## config.mk

```make
export PLATFORM = sky130hd
export DESIGN_NAME = umi_regif_burst
export DESIGN_NICKNAME = d
export VERILOG_FILES = /design/src/rtl/umi_regif_pkg.sv /design/src/rtl/umi_regif_rdpipe.sv /design/src/rtl/umi_regif_burst.sv
export SDC_FILE = /design/constraint.sdc
export NUM_CORES = 2
export LEC_CHECK = 0
export ABC_AREA = 0
export CORE_AREA = 2 2 374 376
export CTS_BUF_LIST = sky130_fd_sc_hd__clkbuf_4 sky130_fd_sc_hd__clkbuf_8 sky130_fd_sc_hd__clkbuf_16
export DETAILED_ROUTE_END_ITERATION = 7
export DIE_AREA = 0 0 376 378
export SLEW_MARGIN = 20
export SYNTH_ARGS = -nofsm -noshare
export SYNTH_HDL_FRONTEND = slang
export SYNTH_SLANG_ARGS = --single-unit
```

## constraint.sdc

```tcl
create_clock -name clk -period 20.9 [get_ports clk]
set_input_delay 6.27 -clock clk [delete_from_list [all_inputs] [get_ports clk]]
set_output_delay 6.27 -clock clk [all_outputs]
set_load 0.01 [all_outputs]
```

## src/rtl/umi_regif_pkg.sv

```systemverilog
// umi_regif_pkg: shared UMI command-field layout, opcodes, FSM states and the
// response-command packing helper for the umi_regif_burst register bridge.
package umi_regif_pkg;

  // Request / response opcodes
  localparam logic [4:0] REQ_READ   = 5'h01;
  localparam logic [4:0] RESP_READ  = 5'h02;
  localparam logic [4:0] REQ_WRITE  = 5'h03;
  localparam logic [4:0] RESP_WRITE = 5'h04;
  localparam logic [4:0] REQ_POSTED = 5'h05;

  // Command field positions
  localparam int OPC_LSB  = 0;
  localparam int OPC_W    = 5;
  localparam int SIZE_LSB = 5;
  localparam int SIZE_W   = 3;
  localparam int LEN_LSB  = 8;
  localparam int LEN_W    = 8;
  localparam int ERR_LSB  = 25;
  localparam int ERR_W    = 2;

  // Error code reported for unsupported requests
  localparam logic [1:0] ERR_NONE  = 2'b00;
  localparam logic [1:0] ERR_UNSUP = 2'b10;

  typedef enum logic [1:0] {
    IDLE   = 2'd0,
    ACCESS = 2'd1,
    WAIT   = 2'd2,
    RESP   = 2'd3
  } state_e;

  // Build a 32-bit UMI command word from its fields
  function automatic logic [31:0] cmd_pack(input logic [4:0] opcode,
                                           input logic [2:0] size,
                                           input logic [7:0] len,
                                           input logic [1:0] err);
    logic [31:0] cmd;
    cmd = 32'd0;
    cmd[OPC_LSB  +: OPC_W]  = opcode;
    cmd[SIZE_LSB +: SIZE_W] = size;
    cmd[LEN_LSB  +: LEN_W]  = len;
    cmd[ERR_LSB  +: ERR_W]  = err;
    return cmd;
  endfunction

endpackage

```

## src/rtl/umi_regif_rdpipe.sv

```systemverilog
// umi_regif_rdpipe: turns an accepted register read into a one-cycle sample
// strobe RDLAT cycles later. With RDLAT=0 the strobe coincides with the accept.
module umi_regif_rdpipe #(
  parameter int RDLAT = 1
) (
  input  logic clk,
  input  logic reset,
  input  logic start_i,
  output logic sample_o
);

  localparam logic [2:0] LAT = 3'(RDLAT);

  logic [2:0] cnt_q;
  logic [2:0] cnt_d;

  // Load the latency on accept, then count down to the sample cycle
  always_comb begin
    cnt_d = cnt_q;
    if (start_i) begin
      cnt_d = LAT;
    end else if (cnt_q != 3'd0) begin
      cnt_d = cnt_q - 3'd1;
    end else begin
      cnt_d = cnt_q;
    end
  end

  // Countdown register
  always_ff @(posedge clk) begin
    if (reset) begin
      cnt_q <= 3'd0;
    end else begin
      cnt_q <= cnt_d;
    end
  end

  assign sample_o = (LAT == 3'd0) ? start_i : (cnt_q == 3'd1);

endmodule

```

## src/rtl/umi_regif_burst.sv

```systemverilog
// umi_regif_burst: UMI device-port to register-file bridge. Splits LEN>0
// requests into single-word register accesses and packs read words into one
// response. Optional macro UMI_REGIF_ERR_EN: unsupported READ/WRITE requests
// return an error response instead of being consumed silently.
module umi_regif_burst
  import umi_regif_pkg::*;
#(
  parameter int CW    = 32,
  parameter int AW    = 64,
  parameter int DW    = 256,
  parameter int RW    = 32,
  parameter int RDLAT = 1,
  parameter int MAXW  = DW / RW
) (
  input  logic          clk,
  input  logic          reset,
  input  logic          udev_req_valid,
  input  logic [CW-1:0] udev_req_cmd,
  input  logic [AW-1:0] udev_req_dstaddr,
  input  logic [AW-1:0] udev_req_srcaddr,
  input  logic [DW-1:0] udev_req_data,
  output logic          udev_req_ready,
  output logic          udev_resp_valid,
  output logic [CW-1:0] udev_resp_cmd,
  output logic [AW-1:0] udev_resp_dstaddr,
  output logic [AW-1:0] udev_resp_srcaddr,
  output logic [DW-1:0] udev_resp_data,
  input  logic          udev_resp_ready,
  output logic [AW-1:0] reg_addr,
  output logic          reg_write,
  output logic          reg_read,
  output logic [RW-1:0] reg_wrdata,
  input  logic          reg_ready,
  input  logic [RW-1:0] reg_rddata
);

  localparam int         BYTES   = RW / 8;
  localparam logic [2:0] SIZE_OK = 3'($clog2(RW / 8));

  state_e        state_q, state_d;
  logic [4:0]    opc_q, opc_d;
  logic [2:0]    size_q, size_d;
  logic [7:0]    len_q, len_d;
  logic [1:0]    err_q, err_d;
  logic [7:0]    idx_q, idx_d;
  logic [AW-1:0] dst_q, dst_d;
  logic [AW-1:0] src_q, src_d;
  logic [DW-1:0] data_q, data_d;

  logic          req_ready_q, req_ready_d;
  logic          resp_valid_q, resp_valid_d;
  logic [CW-1:0] resp_cmd_q, resp_cmd_d;
  logic [AW-1:0] resp_dst_q, resp_dst_d;
  logic [AW-1:0] resp_src_q, resp_src_d;
  logic [DW-1:0] resp_data_q, resp_data_d;
  logic [AW-1:0] reg_addr_q, reg_addr_d;
  logic          reg_write_q, reg_write_d;
  logic          reg_read_q, reg_read_d;
  logic [RW-1:0] reg_wrdata_q, reg_wrdata_d;

  logic [4:0] opc_in_s;
  logic       req_ok_s;
  logic       last_s;
  logic       start_s;
  logic       sample_s;
  logic       unused_cmd_s;

  assign opc_in_s = udev_req_cmd[OPC_LSB +: OPC_W];
  assign req_ok_s = ((opc_in_s == REQ_READ) || (opc_in_s == REQ_WRITE) ||
                     (opc_in_s == REQ_POSTED)) &&
                    (udev_req_cmd[SIZE_LSB +: SIZE_W] == SIZE_OK) &&
                    (32'(udev_req_cmd[LEN_LSB +: LEN_W]) < 32'(MAXW));
  assign last_s       = (idx_q == len_q);
  assign start_s      = (state_q == ACCESS) && reg_read_q && reg_ready;
  assign unused_cmd_s = ^udev_req_cmd[CW-1:16];

  umi_regif_rdpipe #(.RDLAT(RDLAT)) u_rdpipe (
    .clk     (clk),
    .reset   (reset),
    .start_i (start_s),
    .sample_o(sample_s)
  );

  // Next-state, capture and word-sequencing logic
  always_comb begin
    state_d = state_q;
    opc_d   = opc_q;
    size_d  = size_q;
    len_d   = len_q;
    err_d   = err_q;
    idx_d   = idx_q;
    dst_d   = dst_q;
    src_d   = src_q;
    data_d  = data_q;
    case (state_q)
      IDLE: begin
        if (udev_req_valid && req_ready_q) begin
          opc_d  = opc_in_s;
          size_d = udev_req_cmd[SIZE_LSB +: SIZE_W];
          len_d  = udev_req_cmd[LEN_LSB +: LEN_W];
          err_d  = ERR_NONE;
          dst_d  = udev_req_dstaddr;
          src_d  = udev_req_srcaddr;
          idx_d  = 8'd0;
          // Read requests reuse the data buffer for returned words
          data_d = (opc_in_s == REQ_READ) ? {DW{1'b0}} : udev_req_data;
          if (req_ok_s) begin
            state_d = ACCESS;
          end else begin
`ifdef UMI_REGIF_ERR_EN
            if ((opc_in_s == REQ_READ) || (opc_in_s == REQ_WRITE)) begin
              state_d = RESP;
              err_d   = ERR_UNSUP;
              data_d  = {DW{1'b0}};
            end else begin
              state_d = IDLE;
            end
`else
            state_d = IDLE;
`endif
          end
        end else begin
          state_d = IDLE;
        end
      end
      ACCESS: begin
        if (reg_ready) begin
          if (opc_q == REQ_READ) begin
            if (sample_s) begin
              data_d[idx_q*RW +: RW] = reg_rddata;
              if (last_s) begin
                state_d = RESP;
              end else begin
                idx_d   = idx_q + 8'd1;
                state_d = ACCESS;
              end
            end else begin
              state_d = WAIT;
            end
          end else if (last_s) begin
            state_d = (opc_q == REQ_POSTED) ? IDLE : RESP;
          end else begin
            idx_d   = idx_q + 8'd1;
            state_d = ACCESS;
          end
        end else begin
          state_d = ACCESS;
        end
      end
      WAIT: begin
        if (sample_s) begin
          data_d[idx_q*RW +: RW] = reg_rddata;
          if (last_s) begin
            state_d = RESP;
          end else begin
            idx_d   = idx_q + 8'd1;
            state_d = ACCESS;
          end
        end else begin
          state_d = WAIT;
        end
      end
      RESP: begin
        if (udev_resp_ready && resp_valid_q) begin
          state_d = IDLE;
        end else begin
          state_d = RESP;
        end
      end
      default: state_d = IDLE;
    endcase
  end

  // Output values for the next cycle, derived from the next state
  always_comb begin
    req_ready_d  = (state_d == IDLE);
    reg_write_d  = 1'b0;
    reg_read_d   = 1'b0;
    reg_addr_d   = {AW{1'b0}};
    reg_wrdata_d = {RW{1'b0}};
    resp_valid_d = 1'b0;
    resp_cmd_d   = {CW{1'b0}};
    resp_dst_d   = {AW{1'b0}};
    resp_src_d   = {AW{1'b0}};
    resp_data_d  = {DW{1'b0}};
    if (state_d == ACCESS) begin
      reg_read_d  = (opc_d == REQ_READ);
      reg_write_d = (opc_d != REQ_READ);
      // Byte address wraps modulo 2^AW
      reg_addr_d  = dst_d + (AW'(idx_d) * AW'(BYTES));
      if (opc_d != REQ_READ) begin
        reg_wrdata_d = data_d[idx_d*RW +: RW];
      end else begin
        reg_wrdata_d = {RW{1'b0}};
      end
    end else begin
      reg_read_d = 1'b0;
    end
    if (state_d == RESP) begin
      resp_valid_d = 1'b1;
      resp_cmd_d   = CW'(cmd_pack((opc_d == REQ_READ) ? RESP_READ : RESP_WRITE,
                                  size_d, len_d, err_d));
      resp_dst_d   = src_d;
      resp_src_d   = dst_d;
      resp_data_d  = (opc_d == REQ_READ) ? data_d : {DW{1'b0}};
    end else begin
      resp_valid_d = 1'b0;
    end
  end

  // State, capture and output registers
  always_ff @(posedge clk) begin
    if (reset) begin
      state_q      <= IDLE;
      opc_q        <= 5'd0;
      size_q       <= 3'd0;
      len_q        <= 8'd0;
      err_q        <= ERR_NONE;
      idx_q        <= 8'd0;
      dst_q        <= {AW{1'b0}};
      src_q        <= {AW{1'b0}};
      data_q       <= {DW{1'b0}};
      req_ready_q  <= 1'b0;
      resp_valid_q <= 1'b0;
      resp_cmd_q   <= {CW{1'b0}};
      resp_dst_q   <= {AW{1'b0}};
      resp_src_q   <= {AW{1'b0}};
      resp_data_q  <= {DW{1'b0}};
      reg_addr_q   <= {AW{1'b0}};
      reg_write_q  <= 1'b0;
      reg_read_q   <= 1'b0;
      reg_wrdata_q <= {RW{1'b0}};
    end else begin
      state_q      <= state_d;
      opc_q        <= opc_d;
      size_q       <= size_d;
      len_q        <= len_d;
      err_q        <= err_d;
      idx_q        <= idx_d;
      dst_q        <= dst_d;
      src_q        <= src_d;
      data_q       <= data_d;
      req_ready_q  <= req_ready_d;
      resp_valid_q <= resp_valid_d;
      resp_cmd_q   <= resp_cmd_d;
      resp_dst_q   <= resp_dst_d;
      resp_src_q   <= resp_src_d;
      resp_data_q  <= resp_data_d;
      reg_addr_q   <= reg_addr_d;
      reg_write_q  <= reg_write_d;
      reg_read_q   <= reg_read_d;
      reg_wrdata_q <= reg_wrdata_d;
    end
  end

  assign udev_req_ready    = req_ready_q;
  assign udev_resp_valid   = resp_valid_q;
  assign udev_resp_cmd     = resp_cmd_q;
  assign udev_resp_dstaddr = resp_dst_q;
  assign udev_resp_srcaddr = resp_src_q;
  assign udev_resp_data    = resp_data_q;
  assign reg_addr          = reg_addr_q;
  assign reg_write         = reg_write_q;
  assign reg_read          = reg_read_q;
  assign reg_wrdata        = reg_wrdata_q;

endmodule
```

==> After elaboration in Yosys (flattened, before gate mapping) <==
Index checks and enable logic that the tools add are counted.
{ "totals": {"regBits": 931, "input_bits": 453, "out_inout_bits": 516} }
{ "op_classes": {"add_sub_neg": 4, "magnitude_cmp": 1, "n_eq_ne": 15, "shift": 3, "muxes": 39, "n_bitwise": 4, "n_reduce_logical": 17} }
{ "op_table": {"columns": ["operator", "count"], "rows": [
  ["2-to-1 mux 256 bit", 5],
  ["case mux 256 bit (3 select lines)", 1],
  ["bitwise mux 256 bit", 1],
  ["2-to-1 mux 64 bit", 4],
  ["variable shift 32 x 34 -> 256 bit (first input constant)", 1],
  ["indexed part select 256 x 14 -> 32 bit", 1],
  ["indexed part select 32 x 34 -> 256 bit", 1],
  ["adder 64 x 10 -> 64 bit", 1],
  ["2-to-1 mux 8 bit", 7],
  ["negator 13 -> 34 bit", 1],
  ["case mux 8 bit (3 select lines)", 1],
  ["2-to-1 mux 2 bit", 10],
  ["== test 5 x 1 -> 1 bit (second input constant)", 3],
  ["== test 5 x 3 -> 1 bit (second input constant)", 2],
  ["2-to-1 mux 5 bit", 2],
  ["2-to-1 mux 3 bit", 3],
  ["adder 8 x 1 -> 8 bit (second input constant)", 1],
  ["== test 8 bit", 1],
  ["less-than comparator 8 x 4 -> 1 bit (second input constant)", 1],
  ["case mux 2 bit (4 select lines)", 1],
  ["== test 2 bit (second input constant)", 3],
  ["logical AND 1 bit", 6],
  ["OR reduction 2 bit", 3],
  ["OR reduction 3 bit", 2],
  ["12 further kinds", 21]
]} }

==> Longest topological paths before layout <==
{ "depth": {"word_depth": 11, "depth_mapped": 22, "depth_no_buf": 18} }

==> Cells and area by module <==
From an unflattened synthesis, not the netlist that was laid out.
{ "unflattened": {"cells_unflattened": 4397, "hier_area_um2": 37687.4} }
{ "by_module_without_submodules": {"columns": ["mod", "instances", "cells_per_inst", "area_each_um2", "seq_area_each_um2"], "rows": [
  ["umi_regif_burst", 1, 4379, 37493.5, 18237.5],
  ["umi_regif_rdpipe", 1, 18, 193.9, 60.1]
]} }

==> Worst setup path after synthesis <==
No wires, ideal clock.
{ "synth_path": {"path_kind": "input to register", "start": "input udev_req_valid", "end": "register reg_addr_q[60] (netlist: reg_addr[60])", "arrival_ps": 10831, "t_required_ps": 20768, "setup_slack_ps": 9937, "cell_stages": 21, "n_path_buf": 8, "cell_sequence": "and4bb_1 > buf_4 > buf_8 > buf_12 > buf_6 > buf_6 > buf_2 > buf_1 > buf_2 > mux2i_1 > inv_1 > ha_1 > fa_1 > a21o_1 > a21oi_1 > o21bai_1 > a2111oi_0 > nor3_2 > nand4_1 > o31a_1 > nor3_1"} }
{ "synth_via": {"elab_cells_between_ends": 11, "classes_between": "add/sub (1); eq/ne (1); mux (6); bitwise (1); reduce/logical (2)"} }
{ "synth_rtl": {"columns": ["item", "line_no", "text"], "rows": [
  ["start, declared", "umi_regif_burst.sv:17", "input logic udev_req_valid,"],
  ["logical AND 1 bit", "umi_regif_burst.sv:97", "if (udev_req_valid && req_ready_q) begin"],
  ["2-to-1 mux 64 bit", "umi_regif_burst.sv:97", null],
  ["2-to-1 mux 64 bit", "umi_regif_burst.sv:95", "case (state_q)"],
  ["via dst_d[2]", "umi_regif_burst.sv:46", "logic [AW-1:0] dst_q, dst_d;"],
  ["adder 64 x 10 -> 64 bit", "umi_regif_burst.sv:190", "reg_addr_d = dst_d + (AW'(idx_d) * AW'(BYTES));"],
  ["end signal, assigned", "umi_regif_burst.sv:229", "reg_addr_q <= {AW{1'b0}};"],
  ["end signal, assigned", "umi_regif_burst.sv:249", "reg_addr_q <= reg_addr_d;"],
  ["end, declared", "umi_regif_burst.sv:56", "logic [AW-1:0] reg_addr_q, reg_addr_d;"]
]} }
The timed path passes the listed nets, and every way through them passes these cells.
A chain may end at the register's enable or synchronous reset.

==> Worst setup path after layout <==
{ "layout_path": {"start": "input reg_ready", "end": "register reg_addr_q[60] (netlist: reg_addr[60])"} }
{ "layout_via": {"elab_chain_cells": 5, "elab_cells_between_ends": 8, "classes_between": "add/sub (1); eq/ne (1); mux (4); bitwise (1); reduce/logical (1)"} }
{ "layout_rtl": {"columns": ["item", "line_no", "text"], "rows": [
  ["start, declared", "umi_regif_burst.sv:33", "input logic reg_ready,"],
  ["branches (longest 5 deep; another with adder 64 x 10 -> 64 bit)", null, null]
]} }
Several ways; the timed one is not identified.

==> impl_results.md <==
* Outcome: finished with violations
* Violated checks: design-rule violations
* Avg Cell Area, Syn at 8.70 sq um
* Post-synthesis sequential area ratio at 48.1%
* Synth Warn # at 0
* Worst setup path class: in -> reg
* Reg area at 18300 sq um
* Clock sink total at 914
* Fill cells at 14040
* RSZ-0062 raised after global routing: no
* Share of the synthesized area in the top cell type at 48.1%
* First-pass GRT wire length at 279 mm
* GRT Total Usage at 27.2%
* Yosys reg bits at 914
* Full die area at 142000 sq um
* Worst Hold Margin at 441 ps
* Hold Startpoint: err_q[1]
* Synth cell types at 94
* Vias at 38850
* Reg2reg setup slack at 13570 ps
* Final worst setup slack at 8520 ps
* Detailed Route Iter0 Violations at 4183
* Placement Setup Slack at 7950 ps
* Number of global-route vias before repair at 36963
* Min-Delay Path Depth at 2
* CTS buffer count at 104
* CP arrival at 12940 ps
* CP required at 21460 ps
* DRC Markers at 2
* Clk_lat worst skew at 720 ps
* Initial antenna violation count at 57
* Clock root buffer master: clkbuf_16
* CTS tree: yes
* Worst Skew at 37.3 ps
* Antenna Nets Post-Route at 0
* Total wire length at 203 mm
* Total of max-cap violations at 0
* Sw Pwr at 1090 uW
* Top post-synthesis cells by area: dfxtp_1 48%, nor2_1 8.4%, mux2i_1 5.0%, nand2_1 3.2%, clkbuf_1 2.9%
* RR Endpoint: reg_addr[60]
* Share of cells above drive strength 1 at 8.47%
* Htree depth at 3
* Crit-path max FO at 33
* PortBufs at 935
* Crit share post-route at 59.2%
* Fin area at 53100 sq um
* Max Transition Viols Final at 0
* Top_reg_cell synth: dfxtp_1
* Layout Area Growth over Synthesis at 39.4%
* Worst reg2reg startpoint: opc_q[1]
* Clock share of power at 46.4%
* Combinational power share at 10.7%
* DP HPWL at 147 mm
* Placed Area at 49300 sq um
* Final setup violation count at 0
* Final core utilization at 38.3%
* Clock slew at reported path FFs at 60 ps
* Area leader, netlist: dfxtp_1
* Post-cts sizing count at 0
* Initial Utilization at 27.5%
* Sequential Power Share at 42.9%
* Die height at 378 microns
* EDFF count, synth at 0
* Routability cong. at 0.990
* Most common cell in the netlist: dfxtp_1
* Slew margin rel. at 16.2%
* Die Width at 376 microns
* Worst vdd ir at 76.1 uV
* Syn Inst Count at 4374
* Min cycle time layout at 12380 ps
* Largest net degree at the start of global routing at 122
* Core area at 139000 sq um
* Element type at the critical path start: input pin
* 1st-pass router iterations at 8
* Reg2reg path depth at 17
* Sw frac at 25.9%
* Hold EP: udev_resp_cmd[26]
* Cell internal pwr at 3130 uW
* Global route total overflow at 0
* PD cells at 79.5 nW/um^2
* Achievable clock frequency at 80.8 MHz
* Ys async rst share at 0%
* Critical path capture point type: register
* Drt wl/cell at 28.7 microns
* Most common library cells after synthesis: 914 x dfxtp_1, 849 x nor2_1, 327 x nand2_1, 294 x clkbuf_1, 207 x a21oi_1
* Hold Crit Class: reg -> reg
* Area of the multi-input gates at 18200 sq um
* Setup TNS at 0 ps
* NumNets Final at 5624
* Postcts setup bufs at 0
* Hold buffer count at CTS at 0
* # IOs at 969
* Max Buffers Root-to-Sink at 3
* Vias per inst at 5.49
* Pleak at 0.0198 uW
* Cell Area, Synth at 38100 sq um
* Worst Max-Slew Pin Slew at 1260 ps
* Final hold vios at 0
* Rows at 137
worst max path at each step:
| stage | startpoint | to | slack [ps] |
|---|---|---|---|
| after global routing | reg_ready | reg_addr[60] | 8370 |
| after detailed placement | reg_ready | reg_addr[60] | 7950 |
| after floorplan | udev_req_valid | reg_addr[60] | 9940 |
| after CTS | reg_ready | reg_addr[60] | 8730 |
| final | reg_ready | reg_addr[60] | 8520 |
| after global placement | reg_ready | reg_addr[60] | 8000 |
metrics by stage:
| stage | power (uW) | std cells |
|---|---|---|
| after floorplan | 2070 | 4390 |
| after global placement | 2280 | 6857 |
| after detailed placement | 2290 | 6857 |
| after CTS | 4250 | 7048 |
| after global routing | 4350 | 7067 |
| final | 4220 | 7079 |
final cells by class:
cell class / instances / share of cell area [%]
sequential: 914 / 34.5
multi-input combinational: 2990 / 34.2
timing repair buffer: 1045 / 19.2
clock buffer: 149 / 5.89
tap: 1807 / 4.26
clock inverter: 42 / 1.02
inverter: 101 / 0.717
antenna: 31 / 0.146
power by group through the flow:
stage	clock network [uW]	logic, uW	registers (uW)
2_1_floorplan	0	231	1840
3_3_place_gp	0	436	1840
3_5_place_dp	0	441	1850
4_1_cts	2000	444	1810
5_1_grt	2060	479	1810
6_report	1960	451	1810
flip-flops by register name (all words and copies together), names as in the netlist:
signal             count
udev_resp_srcaddr     64
reg_write              1
udev_req_ready         1
state_q                2
reg_addr              64
len_q                  8
size_q                 3
udev_resp_data       256
opc_q                  5
reg_wrdata            32
data_q               256
udev_resp_valid        1
udev_resp_dstaddr     64
udev_resp_cmd         15
u_rdpipe.cnt_q         3
idx_q                  8
dst_q                 64
err_q                  2
reg_read               1
src_q                 64
kinds of logic (layout without fill, tap and decap cells):
logic type	Yosys count	count (layout)	share of synthesized area (%)
simple gates	1636	1636	19.2
fa+ha+maj	15	15	0.513
mux	193	193	5.08
other cells	1	48	0.00985
buf+inv	486	1337	5.23
compound gates	1063	1063	20.4
xor+xnor	66	66	1.52
flops	914	914	48.1
layout by cell type, fill, tap and decap left out, types with 31 or more instances in the layout:
| cell | count |
|---|---|
| a21oi_1 | 205 |
| mux2i_1 | 191 |
| a31oi_1 | 42 |
| a222oi_1 | 32 |
| diode_2 | 31 |
| clkdlybuf4s50_1 | 934 |
| nor3_1 | 69 |
| a211oi_1 | 54 |
| o21ai_0 | 149 |
| o221a_2 | 32 |
| nor4_1 | 41 |
| nand3_1 | 71 |
| a21o_1 | 38 |
| a22oi_1 | 33 |
| and2_1 | 66 |
| xnor2_1 | 33 |
| buf_4 | 109 |
| and3_1 | 44 |
| inv_1 | 97 |
| a221oi_1 | 102 |
| nor2_1 | 846 |
| dfxtp_1 | 912 |
| nand2_1 | 323 |
| clkbuf_16 | 107 |
routing by layer:
layer	vias up	track usage [%]	share of wire [%]
li1	17137	-	-
met1	18731	31.6	37
met2	2440	43.6	45
met3	504	8.88	12
met4	38	16.5	6.3
met5	-	0	0.11
worst max-delay path, stage by stage:
cell and delay (ps):
clkdlybuf4s50_1 900, o311ai_1 370, a21oi_1 250, o221ai_2 130, buf_4 260, nand2_4 360, clkinv_2 780, ha_1 540
fa_1 440, a21o_1 190, a21oi_1 250, o21bai_1 170, a2111oi_0 970, nor3_2 340, nand4_1 400, o31a_1 170
nor3_1 40
Note: power is estimated with default switching activity, not from simulation.
